--- src/rtl/handshake_pkg.sv ---
// Shared types and helpers for the 4-phase req/ack transmitter.
package handshake_pkg;

  typedef enum logic [1:0] {
    HS_IDLE    = 2'd0,
    HS_REQ     = 2'd1,
    HS_RELEASE = 2'd2
  } hs_state_t;

  // Phase counter width; a disabled timeout (0) still needs one bit.
  function automatic int cnt_width(input int max_cycles);
    return (max_cycles > 0) ? $clog2(max_cycles + 1) : 1;
  endfunction

endpackage

--- src/rtl/sync_2ff_n.sv ---
// Two-flop synchronizer for signals arriving from an unrelated clock domain.
module sync_2ff_n #(
  parameter int WIDTH = 1
) (
  input  logic             clk,
  input  logic             reset,
  input  logic [WIDTH-1:0] d,
  output logic [WIDTH-1:0] q
);

  logic [WIDTH-1:0] sync_p0;
  logic [WIDTH-1:0] sync_p1;

  always_ff @(posedge clk or negedge reset) begin
    if (!reset) begin
      sync_p0 <= '0;
      sync_p1 <= '0;
    end else begin
      sync_p0 <= d;
      sync_p1 <= sync_p0;
    end
  end

  assign q = sync_p1;

endmodule

--- src/rtl/handshake_tx.sv ---
// Transmitting side of a 4-phase req/ack crossing: holds a word on data_out
// under req_out and waits for the synchronized acknowledge to complete.
module handshake_tx
  import handshake_pkg::*;
#(
  parameter int WIDTH          = 8,
  parameter int TIMEOUT_CYCLES = 1024
) (
  input  logic             clk,
  input  logic             reset,
  input  logic             tx_valid,
  input  logic [WIDTH-1:0] tx_data,
  output logic             tx_ready,
  output logic             tx_done,
  output logic             req_out,
  output logic [WIDTH-1:0] data_out,
  input  logic             ack_async,
  output logic             timeout_err,
  input  logic             err_clear
);

  localparam int              CNT_W   = cnt_width(TIMEOUT_CYCLES);
  localparam logic [CNT_W-1:0] CNT_MAX = CNT_W'(TIMEOUT_CYCLES);

  function automatic logic [CNT_W-1:0] sat_inc(input logic [CNT_W-1:0] v);
    return (v == CNT_MAX) ? v : v + CNT_W'(1);
  endfunction

  hs_state_t        state;
  hs_state_t        state_nxt;
  logic             ack_s;
  logic             accept;
  logic             done_nxt;
  logic [CNT_W-1:0] cnt;
  logic [CNT_W-1:0] cnt_nxt;
  logic             err_set;

  // Stage: acknowledge synchronization
  sync_2ff_n #(.WIDTH(1)) u_ack_sync (
    .clk   (clk),
    .reset (reset),
    .d     (ack_async),
    .q     (ack_s)
  );

  // A stale ack left high (e.g. after a mid-handshake reset) blocks new words.
  assign tx_ready = (state == HS_IDLE) && !ack_s;

  always_comb begin
    state_nxt = state;
    accept    = 1'b0;
    done_nxt  = 1'b0;
    case (state)
      HS_IDLE: begin
        if (tx_valid && tx_ready) begin
          accept    = 1'b1;
          state_nxt = HS_REQ;
        end
      end
      HS_REQ: begin
        if (ack_s) state_nxt = HS_RELEASE;
      end
      HS_RELEASE: begin
        if (!ack_s) begin
          state_nxt = HS_IDLE;
          done_nxt  = 1'b1;
        end
      end
      default: state_nxt = HS_IDLE;
    endcase
  end

  // Timeout only flags the stall; the handshake itself is never abandoned.
  always_comb begin
    cnt_nxt = cnt;
    err_set = 1'b0;
    if (state_nxt != state) begin
      cnt_nxt = '0;
    end else if (state != HS_IDLE) begin
      cnt_nxt = sat_inc(cnt);
      err_set = (TIMEOUT_CYCLES != 0) && (cnt != CNT_MAX) && (cnt_nxt == CNT_MAX);
    end
  end

  // Stage: control registers
  always_ff @(posedge clk or negedge reset) begin
    if (!reset) begin
      state       <= HS_IDLE;
      req_out     <= 1'b0;
      tx_done     <= 1'b0;
      cnt         <= '0;
      timeout_err <= 1'b0;
    end else begin
      state   <= state_nxt;
      req_out <= (state_nxt == HS_REQ);
      tx_done <= done_nxt;
      cnt     <= cnt_nxt;
      if (err_set) begin
        timeout_err <= 1'b1;
      end else if (err_clear) begin
        timeout_err <= 1'b0;
      end
    end
  end

  // Stage: data register, loaded only on accept so it is stable for the far side
  always_ff @(posedge clk or negedge reset) begin
    if (!reset) begin
      data_out <= '0;
    end else if (accept) begin
      data_out <= tx_data;
    end
  end

endmodule

--- config.mk ---
export PLATFORM = sky130hd
export DESIGN_NAME = handshake_tx
export DESIGN_NICKNAME = d
export VERILOG_FILES = /design/src/rtl/handshake_pkg.sv /design/src/rtl/sync_2ff_n.sv /design/src/rtl/handshake_tx.sv
export SDC_FILE = /design/constraint.sdc
export NUM_CORES = 1
export LEC_CHECK = 0
export CAP_MARGIN = 10
export CORE_MARGIN = 4
export CORE_UTILIZATION = 35
export CTS_BUF_LIST = sky130_fd_sc_hd__clkbuf_4
export DETAILED_ROUTE_END_ITERATION = 16
export MAX_ROUTING_LAYER = met4
export SLEW_MARGIN = 20
export SYNTH_ARGS = -nofsm -noshare
export SYNTH_HDL_FRONTEND = slang
export SYNTH_SLANG_ARGS = --single-unit
--- constraint.sdc ---
create_clock -name clk -period 1.8 [get_ports clk]
set_input_delay 0.36 -clock clk [delete_from_list [all_inputs] [get_ports clk]]
set_output_delay 0.36 -clock clk [all_outputs]
set_load 0.05 [all_outputs]
* Yosys cells after proc, flatten, opt, wreduce, memory -nomap -nowiden
Index checks and enable logic that the tools add are counted.
Storage, ports and cells: output and inout port bits 12, logic and storage cells 39, bits of input ports 13, register bits 26
Cells by class: muxes and demuxes 15, equality and inequality tests 7, $add $sub $neg 1, reduce and logical (&&, ||, !) cells 8
Operators with widths (number):
- 11-bit two-way mux | 3
- 11-bit == test (second input constant) | 2
- 11-bit by 1-bit adder with 11-bit output (second input constant) | 1
- 11-bit != test (second input constant) | 1
- 1-bit two-way mux | 8
- 2-bit two-way mux | 3
- 2-bit one-hot mux with 3 select lines | 1
- 2-bit nonzero test | 3
- 2-bit by 1-bit == test with 1-bit output (second input constant) | 2
- 1-bit logical AND | 3
- 2-bit == test (second input constant) | 1
- 2-bit zero test | 1
- 2-bit != test | 1
- 1-bit zero test | 1

* Logic depth before layout (Yosys ltp)
depth after elaboration 8, depth in mapped cells 7, gate-level depth less buffers 7

* By module
Synthesis repeated with hierarchy kept, for this count alone.
Unflattened totals: cells, all modules 130, area, all modules 1355.0 um2
Modules (own cells, without submodules):
- handshake_tx | cells each 128, area an instance 1305.0 um2, times used 1, sequential area each 600.6 um2
- sync_2ff_n | cells each 2, area an instance 50.0 um2, times used 1, sequential area each 50.0 um2

* Worst setup path after synthesis
No wires, ideal clock.
path kind reg-to-reg, start point register state[0], end point register data_out[0], setup slack -755 ps, library setup time 128 ps, period minus slack after synthesis 2555 ps, required time 1672 ps, arrival time 2427 ps, cell stages (with the launch flop) 6, cell sequence dfrtp_1 > clkbuf_1 > nor3_1 > and2_1 > buf_2 > mux2_1
Between the ends: cells in the longest elaborated chain, start to end 5
Ends and longest elaborated chain:
- start, declared | line handshake_tx.sv:29 | hs_state_t state;
- start signal, assigned | line handshake_tx.sv:94 | state <= state_nxt;
- 2-bit zero test | line handshake_tx.sv:47 | assign tx_ready = (state == HS_IDLE) && !ack_s;
- 1-bit logical AND | line handshake_tx.sv:47
- named net tx_ready | line handshake_tx.sv:13 | output logic tx_ready,
- 1-bit logical AND | line handshake_tx.sv:55 | if (tx_valid && tx_ready) begin
- 1-bit two-way mux | line handshake_tx.sv:55
- 1-bit two-way mux | line handshake_tx.sv:53 | case (state)
- end signal, assigned | line handshake_tx.sv:111 | data_out <= tx_data;
- end, declared | line handshake_tx.sv:16 | output logic [WIDTH-1:0] data_out,
The timed path passes the listed nets, and every way through them passes these cells. A chain may end at the register's enable or synchronous reset.

* Worst setup path in the final report
start point register cnt[0], end point register cnt[2]
Between the ends: cells in the longest elaborated chain, start to end 4, elaborated cells on any way between the ends 5
Ends and longest elaborated chain:
- start, declared | line handshake_tx.sv:34 | logic [CNT_W-1:0] cnt;
- start signal, assigned | line handshake_tx.sv:97 | cnt <= cnt_nxt;
- 11-bit by 1-bit adder with 11-bit output / 11-bit == test (equally long branches) | line handshake_tx.sv:26 | return (v == CNT_MAX) ? v : v + CNT_W'(1);
- 11-bit two-way mux * | line handshake_tx.sv:26
- 11-bit two-way mux * | line handshake_tx.sv:79 | end else if (state != HS_IDLE) begin
- 11-bit two-way mux * | line handshake_tx.sv:77 | if (state_nxt != state) begin
Mark *: on every way between the ends. The rest lies on a longest branch, timed or not. The select of a mux whose other input is x is not followed.

==> metrics.txt <==
CP endpoint kind register; Post-CTS Hold Buffers 0; ys flop type dfrtp_1; share of layout cells above drive strength 1 29.3%; Crit path arrival time 2.08 ns; async set or reset register ratio after synthesis 100%; Top Ports 25; HPWL Detailed 2340 µm; actual slew at the worst max-slew pin 0.484 ns; Clock transition at path regs 0.13 ns; final worst setup slack -0.0610 ns; fin util 49.6%; Die Ht 70.2 µm; # diodes 0; number of synthesized flops with an enable pin 0; die area 0.00493 mm²; DRT Pass-1 Iters 4; first-pass GRT wire length 5480 µm; Final Hold Viols 0; Setup Skew 0.00486 ns; # setup viols final 2; Peak Freq 0.537 GHz; worst hold path class register to register; Yosys reg bits 26; unrepaired setup endpoints after global routing true; PD cells 879 mW/mm²; Slew HR 67.6%; DRT iter0 DRCs 90; Initial Util 36.7%; Post-Synthesis Net Count 145; initial antenna violation count 0; leading area contributor after synthesis dfrtp_1; clk sinks 26; outcome finished, violations left; Commonest cells post-synth dfrtp_1 (26), nor2_1 (10), o21ai_0 (9); pre-CTS WS -0.0652 ns; Clock H-tree levels 1; Slew Limit Fails 0; most frequent cell after synthesis dfrtp_1; Synthesis Warnings 0; Leak Pwr 0.000793 µW; Vias/cell 5.18; syn avg cell area 10.4 µm²; Clock Latency Late Sink 0.31 ns; largest net degree at the start of global routing 27; CTS tree yes; core footprint 0.00369 mm²; largest fanout on the critical path 3; die width 70.2 µm; Final period util 103%; vias after detailed routing 1151; share of the synthesized area in the top cell type 48.0%; Layout Cells excl Fill 222; vias in the first global route 1219; Max rail drop VDD 0.499 mV; Synth area leaders dfrtp_1 (48%), mux2_1 (6.6%), o21ai_0 (3.3%); Critical Path RT 2.02 ns; Wirelength per Cell 13.8 µm; Final Critical Period 1.86 ns; DRC Markers 0; fin nets 190; clk root buf clkbuf_4; post-synthesis instance area 0.00136 mm²; Tot GR Track Use 13.8%; critical path class register to register; distinct cell type count after synthesis 39; GRT overflow 0; share of the yosys chip area belonging to registers 48.0%; Rows 22; port bufs 24; MaxCap Viol Count 0; drt total wl 3060 µm; Placer Congestion 0.891; violated checks setup timing; Synth Instances 130; total power 1610 µW; Area Growth Syn to Fin 34.9%; Num CTS Buffers 3; Startpoint Class register; remaining antenna violation count 0; Max clock buf depth 2; DP Cell Count 217
[kinds of logic after synthesis]
| kind of cell | Yosys count | synth area share [%] |
|---|---|---|
| AO/OA/AOI/OAI | 33 | 15.7 |
| XOR/XNOR | 6 | 3.88 |
| adder cells (fa/ha/maj) | 2 | 1.85 |
| buffers and inverters | 12 | 5.36 |
| flip-flops | 26 | 48.0 |
| multiplexers | 9 | 7.39 |
| AND/OR/NAND/NOR | 42 | 17.8 |
[repair_timing]
| item | 4_1_cts | 5_1_grt |
|---|---|---|
| gates cloned | 0 | 0 |
| setup endpoints to repair | 3 | 11 |
| hold endpoints to repair | 0 | 0 |
| resized for setup | 1 | 5 |
| pin swaps | 0 | 1 |
| buffers inserted | 1 | 0 |
[final timing paths]
check / cells past startpoint / slack, ns / end / start
min: 0 / 0.37 / u_ack_sync.q / u_ack_sync.sync_p0
max reg2reg: 7 / -0.06 / cnt[2] / cnt[0]
min reg2reg: 0 / 0.37 / u_ack_sync.q / u_ack_sync.sync_p0
max in group asynchronous: 2 / 1.16 / timeout_err / reset
max: 7 / -0.06 / cnt[2] / cnt[0]
min in group asynchronous: 2 / 0.39 / data_out[4] / reset
[critical path, cell delays in order, from the launching register on]
cell and delay, ns:
dfrtp_1 0.41, inv_2 0.07, ha_1 0.13, or4b_4 0.45
or4_4 0.45, a21oi_2 0.13, o21ai_1 0.06, o31ai_1 0.07
[placed cells by master (no fill, tap or decap), types with 4 or more instances in the layout]
master           count
o31ai_1              5
o21ai_0              9
buf_4               33
dfrtp_1             26
nand2_1              5
nand3_1              6
nor2_1               9
clkdlybuf4s50_1     12
xnor2_1              4
mux2_1               8
o21ai_1              5
[where the power goes]
group	internal (µW)	switching (µW)	leakage [µW]
Sequential	659	42.5	0.000336
Clock	81.1	162	0.0000154
Combinational	264	398	0.000441
[layer usage]
| layer | GRT usage [%] | routed length (µm) | vias up | part of all wire (%) |
|---|---|---|---|---|
| met1 | 16.0 | 1290 | 563 | 42 |
| met2 | 23.2 | 1600 | 27 | 52 |
| met5 | - | 0 | - | 0 |
| li1 | - | - | 557 | - |
| met4 | 4.04 | 53 | 0 | 1.7 |
| met3 | 3.60 | 118 | 4 | 3.9 |
[flip-flops by register name, indices dropped and copies added (netlist names)]
signal,cells
cnt,11
data_out,8
req_out,1
state,2
timeout_err,1
tx_done,1
u_ack_sync.q,1
u_ack_sync.sync_p0,1
[through the flow]
stage	TNS [ns]	hold slack (ns)	instance area (µm²)
global placement	-0.0153	0.340	1770
CTS	-0.114	0.372	1810
detailed placement	-0.0730	0.342	1770
floorplan	-0.0450	0.0644	1370
global route	-0.466	0.395	1830
finish	-0.0791	0.371	1830
[area by class of cell]
class	instances	area (µm²)
fillers	364	1860
multi-input cells	92	664
flip-flops and latches	26	651
repair buffers	47	408
well taps	48	60.1
clock buffers	3	22.5
inverters	5	18.8
clock inverters	1	3.75
Note: power is estimated with default switching activity, not from simulation.
